===== config.mk =====
export PLATFORM = sky130hd
export DESIGN_NAME = adc_sample_scheduler
export DESIGN_NICKNAME = d
export VERILOG_FILES = /design/src/rtl/adc_sample_scheduler.sv
export SDC_FILE = /design/constraint.sdc
export NUM_CORES = 1
export LEC_CHECK = 0
export CAP_MARGIN = 20
export CORE_ASPECT_RATIO = 1.1
export CORE_MARGIN = 5
export CORE_UTILIZATION = 47
export DETAILED_ROUTE_END_ITERATION = 8
export PLACE_DENSITY = 0.76
export SLEW_MARGIN = 20
export SYNTH_ARGS = -nofsm -noshare
export SYNTH_HDL_FRONTEND = slang
export SYNTH_SLANG_ARGS = --single-unit

===== constraint.sdc =====
create_clock -name clk -period 1.5 [get_ports clk]
set_input_delay 0.3 -clock clk [delete_from_list [all_inputs] [get_ports clk]]
set_output_delay 0.3 -clock clk [all_outputs]
set_load 0.01 [all_outputs]

===== src/rtl/adc_sample_scheduler.sv =====
// Time-division scheduler for a shared MCP3008 SPI engine: fixed-rate audio
// conversions with round-robin pot conversions fitted into the idle gaps.
module adc_pot_slot #(
  parameter int N = 10
) (
  input  logic         clk,
  input  logic         reset_n,
  input  logic         wr,
  input  logic [N-1:0] din,
  output logic [N-1:0] dout,
  output logic         vld
);
  always_ff @(posedge clk or negedge reset_n) begin
    if (!reset_n) begin
      dout <= '0;
      vld  <= 1'b0;
    end else begin
      vld <= wr;
      if (wr) dout <= din;
    end
  end
endmodule

module adc_sample_scheduler #(
  parameter int N            = 10,
  parameter int CHANNELS     = 2,
  parameter int AUD_CH       = 0,
  parameter int POT_BASE     = 1,
  parameter int TICK_DIV     = 833,
  parameter int POT_DIV      = 64,
  parameter int CONV_TIMEOUT = 2047
) (
  input  logic                  clk,
  input  logic                  reset_n,
  input  logic                  enable,
  output logic                  conv_start,
  output logic [2:0]            conv_ch,
  input  logic                  conv_busy,
  input  logic                  conv_done,
  input  logic [N-1:0]          conv_data,
  output logic [N-1:0]          audio_out,
  output logic                  audio_valid,
  output logic [CHANNELS*N-1:0] pot_out,
  output logic [CHANNELS-1:0]   pot_valid,
  output logic                  overrun,
  output logic                  timeout_err,
  input  logic                  clr_err
);
  localparam int TW  = (TICK_DIV > 1) ? $clog2(TICK_DIV) : 1;
  localparam int PDW = (POT_DIV > 1) ? $clog2(POT_DIV) : 1;
  localparam int PW  = (CHANNELS > 1) ? $clog2(CHANNELS) : 1;
  localparam int WW  = $clog2(CONV_TIMEOUT + 1);

  typedef enum logic [1:0] {IDLE, ISSUE, WAIT} state_t;
  state_t state, nxt;

  logic [TW-1:0]  tcnt;
  logic [PDW-1:0] pcnt;
  logic [PW-1:0]  ptr;
  logic [WW-1:0]  wcnt;
  logic audio_pend, pot_pend, cur_is_audio;
  logic go, done_hit, to_hit;

  always_ff @(posedge clk or negedge reset_n) begin
    if (!reset_n) state <= IDLE;
    else          state <= nxt;
  end

  always_comb begin
    nxt        = state;
    conv_start = 1'b0;
    go         = 1'b0;
    done_hit   = 1'b0;
    to_hit     = 1'b0;
    case (state)
      IDLE: if (enable && !conv_busy && (audio_pend || pot_pend)) begin
        nxt = ISSUE;
        go  = 1'b1;
      end
      ISSUE: begin
        conv_start = 1'b1;
        nxt        = WAIT;
      end
      WAIT: if (conv_done) begin
        done_hit = 1'b1;
        nxt      = IDLE;
      end else if (wcnt == WW'(CONV_TIMEOUT - 1)) begin
        to_hit = 1'b1;
        nxt    = IDLE;
      end
      default: nxt = IDLE;
    endcase
  end

  logic tick, aud_clr, pot_clr, aud_done, pot_done, pot_wrap, ovr_evt;
  assign tick     = enable && (tcnt == TW'(TICK_DIV - 1));
  assign aud_clr  = (state == ISSUE) && cur_is_audio;
  assign pot_clr  = (state == ISSUE) && !cur_is_audio;
  assign aud_done = done_hit && cur_is_audio;
  assign pot_done = done_hit && !cur_is_audio;
  assign pot_wrap = aud_done && (pcnt == PDW'(POT_DIV - 1));
  // The sample being issued this cycle is not a missed one.
  assign ovr_evt  = tick && audio_pend && !aud_clr;

  always_ff @(posedge clk or negedge reset_n) begin
    if (!reset_n) begin
      tcnt         <= '0;
      pcnt         <= '0;
      ptr          <= '0;
      wcnt         <= '0;
      audio_pend   <= 1'b0;
      pot_pend     <= 1'b0;
      cur_is_audio <= 1'b0;
      conv_ch      <= '0;
      audio_out    <= '0;
      audio_valid  <= 1'b0;
      overrun      <= 1'b0;
      timeout_err  <= 1'b0;
    end else begin
      if (!enable || tick) tcnt <= '0;
      else                 tcnt <= tcnt + 1'b1;

      if (!enable)      audio_pend <= 1'b0;
      else if (tick)    audio_pend <= 1'b1;
      else if (aud_clr) audio_pend <= 1'b0;

      if (!enable)       pot_pend <= 1'b0;
      else if (pot_wrap) pot_pend <= 1'b1;
      else if (pot_clr)  pot_pend <= 1'b0;

      if (pot_wrap)      pcnt <= '0;
      else if (aud_done) pcnt <= pcnt + 1'b1;

      wcnt <= (state == WAIT) ? wcnt + 1'b1 : '0;

      if (go) begin
        cur_is_audio <= audio_pend;
        conv_ch      <= audio_pend ? 3'(AUD_CH) : 3'(POT_BASE) + 3'(ptr);
      end

      if (pot_done) ptr <= (ptr == PW'(CHANNELS - 1)) ? '0 : ptr + 1'b1;

      audio_valid <= aud_done;
      if (aud_done) audio_out <= conv_data;

      if (ovr_evt)      overrun <= 1'b1;
      else if (clr_err) overrun <= 1'b0;

      if (to_hit)       timeout_err <= 1'b1;
      else if (clr_err) timeout_err <= 1'b0;
    end
  end

  logic [CHANNELS-1:0][N-1:0] pot_q;
  assign pot_out = pot_q;

  for (genvar g = 0; g < CHANNELS; g++) begin : g_pot
    adc_pot_slot #(.N(N)) u_slot (
      .clk     (clk),
      .reset_n (reset_n),
      .wr      (pot_done && (ptr == PW'(g))),
      .din     (conv_data),
      .dout    (pot_q[g]),
      .vld     (pot_valid[g])
    );
  end
endmodule


==> impl_metrics.csv <==
group,metric,value,unit
sta,setup_tns,-0.01799,ns
detailed_routing,wl,6.573,mm
synthesis,syn_avg_cell_area,11.39,um2
finish,syn2layout_area_growth,34.23,%
floorplan,rows,30,
clock_tree,cts_buffer_depth,2,
power_and_ir_drop,power.density,967.3,mW/mm2
finish,nFillCells,515,
finish,regArea,0.001752,mm2
run_status,outcome,"finished, violations left",
sta,clock_skew,0.007672,ns
finish,layout_common_cells,"dfrtp_1 (70), nand2_1 (42), dlygate4sd2_1 (37), buf_4 (23), mux2_4 (15)",
detailed_routing,via_per_inst,5.167,
synthesis,ys.flop_type,"dfrtp_1",
critical_path,critical_path.top_delay_family,"simple AND/OR/NAND/NOR gates",
critical_path,slowest_delay,0.41,ns
grt,track_usage,17.18,%
place,portBuffers,53,
synthesis,yosysWarnings,0,
floorplan,core_area,0.006231,mm2
flow_run,maxCapViolCount,0,
synthesis,synth_top_family_by_area,"simple AND/OR/NAND/NOR gates",
detailed_routing,drt_iter0_drc,85,
sta,timing.final.crit_share,100.7,%
place,placedCellCount,409,
detailed_routing,wl_met3,445,um
synthesis,synth_largest_area_cell,"dfrtp_1",
sta,fmax,0.6620,GHz
grt,first_global_vias,2315,
clock_tree,clk_pin_slew,0.07,ns
floorplan,dieArea,0.008129,mm2
floorplan,die_h,94.06,um
sta,setup_viol,2,
grt,antenna_found_initial,0,
finish,final_cells,431,
critical_path,cp-end-kind,"register",
synthesis,synth_edf_count,0,
synthesis,yosys.cell_types.count,43,
synthesis,yosysTopAreaCellShare,58.02,%
critical_path,crit_required,1.78,ns
clock_tree,cts_tree,"built",
detailed_routing,vias,2227,
synthesis,netlist_instances,265,
finish,final_nets,367,
clock_tree,insertion_delay,0.35,ns
synthesis,synth.mux.area_fraction,8.579,%
finish,diodes,0,
power_and_ir_drop,peakVddDrop,0.6335,mV
run_status,violations,"negative setup slack",
sta,hold_viol_final,0,
detailed_routing,drc,0,
grt,grt_first_pass_wirelength,10.92,mm
critical_path,setup.worst_path.start_class,"register",
detailed_routing,highest-signal-layer,"met4",
sta,grt_setup_unrepaired,"true",
synthesis,synth_fp_nets,286,
synthesis,async_flop_share,100.0,%
grt,grt_overflow,0,
floorplan,ios,55,
grt,grt_max_degree,71,
finish,final_common_cell,"dfrtp_1",
sta,maxSlewViolCount,0,
critical_path,critical_path_class,"reg -> reg",
synthesis,yosysSeqAreaShare,58.02,%
detailed_routing,antenna_left,0,
clock_tree,htree_num_levels,3,
power_and_ir_drop,leakagePower,0.002064,uW
sta,finalCriticalPeriod,1.511,ns
critical_path,critical-path-slowest-cell,"dfrtp_1",
synthesis,synth-simple-area-share,16.20,%
critical_path,arrival,1.79,ns
detailed_routing,wl_met2,3.153,mm
clock_tree,cts_root_buffer,"clkbuf_8",
critical_path,cp_cell_sequence,"inv_1, ha_1, nand4b_1, nor4_2, buf_4, a22o_1",
detailed_routing,wl_met1,2.902,mm
synthesis,synth-compound-area-share,8.703,%
clock_tree,cts.sinks,70,
finish,drive_gt1_share,22.22,%
synthesis,yosys.area_share.adder,2.072,%
sta,final.setup.worst_slack,-0.01065,ns
place,hpwl,4.434,mm
place,gp_congestion,0.7774,
synthesis,netlist_area,0.003019,mm2
detailed_routing,dr.pass1.iters,4,
finish,multiInputGateArea,0.001240,mm2
critical_path,cp_max_fo,4,
critical_path,worst-path-buf-inv,2,
synthesis,synth_xor_area_share,2.611,%
detailed_routing,wire_per_inst,15.25,um
min_path,hold_class,"in -> reg",
floorplan,fp.dieW,86.42,um
synthesis,synth-seq-cells,70,
floorplan,initial_core_util,48.45,%
synthesis,synth_area_leaders,"dfrtp_1 (58%), mux2_2 (8.6%), nand2_1 (5.3%)",
clock_tree,numCtsBuffers,9,
Yosys cell counts (2+ instances only):
| master | count |
|---|---|
| o21ai_0 | 6 |
| xor2_1 | 5 |
| o41ai_1 | 2 |
| buf_2 | 5 |
| o311ai_0 | 2 |
| or4_1 | 5 |
| nor2_1 | 13 |
| mux2_2 | 23 |
| a22o_1 | 2 |
| or3_1 | 4 |
| dfrtp_1 | 70 |
| nand4b_1 | 2 |
| nand4_1 | 5 |
| nand2b_1 | 4 |
| clkbuf_1 | 3 |
| nor2b_1 | 2 |
| nand3_1 | 10 |
| buf_4 | 3 |
| a21oi_1 | 10 |
| and2_1 | 2 |
| ha_1 | 5 |
| a32o_1 | 2 |
| o31ai_1 | 6 |
| xnor2_1 | 4 |
| nand2_1 | 43 |
| inv_1 | 10 |
final timing paths:
check | from | endpoint | slack [ns] | cells after the start
max | tcnt[1] | audio_pend | -0.01 | 6
min | conv_done | state[1] | 0.25 | 2
max reg2reg | tcnt[1] | audio_pend | -0.01 | 6
min reg2reg | tcnt[0] | tcnt[0] | 0.48 | 1
max in group asynchronous | reset_n | tcnt[3] | 0.69 | 3
min in group asynchronous | reset_n | tcnt[6] | 0.48 | 3
metal layers:
metal  vias to the layer above  GRT usage [%]
met5                         -              0
met4                         0          7.792
met3                         7          5.877
met2                        49          26.28
met1                      1084          21.89
li1                       1087              -
power breakdown:
part | internal, uW | switching [uW]
Clock | 825 | 744
Sequential | 1960 | 49.9
Combinational | 190 | 154
through the flow:
stage | hold slack [ns] | worst slack (ns) | utilization (%) | total power (uW) | cell area, um2
after floorplan | 0.004409 | 0.03806 | - | 2155 | 3019
after global placement | 0.3521 | -0.3653 | 60.54 | 2394 | 3772
after detailed placement | 0.3543 | -0.3963 | 60.54 | 2403 | 3772
after CTS | 0.4839 | -0.03880 | 63.69 | 3939 | 3969
after global routing | 0.2885 | -0.07491 | 65.04 | 4091 | 4053
final | 0.2525 | -0.01065 | 65.04 | 3920 | 4053
cell families after synthesis:
kind of cell    after synthesis
fa+ha+maj                     5
compound gates               36
mux                          23
simple gates                 98
flops                        70
other cells                   1
buf+inv                      23
xor+xnor                      9
sequential cells by signal (all words and copies together) (netlist names):
name / count
pot_pend: 1
audio_valid: 1
wcnt: 11
g_pot.u_slot.dout: 20
overrun: 1
audio_pend: 1
ptr: 1
tcnt: 10
state: 2
conv_ch: 2
pcnt: 6
g_pot.u_slot.vld: 2
audio_out: 10
timeout_err: 1
cur_is_audio: 1
area by class of cell:
type / instances / share of cell area [%]
sequential: 70 / 43.22
multi-input combinational: 173 / 30.60
timing repair buffer: 81 / 17.60
clock buffer: 10 / 3.396
tap: 80 / 2.470
clock inverter: 6 / 1.698
inverter: 11 / 1.019
timing repair:
action / 4_1_cts / 5_1_grt
setup endpoints to repair: 59 / 37
resized for setup: 42 / 26
gates cloned: 0 / 1
pin swaps: 1 / 1
setup buffers: 2 / 3
endpoints found under the hold margin: 70 / 0
hold buffers: 1 / 0
No activity file was read; power rests on OpenSTA's default activity.
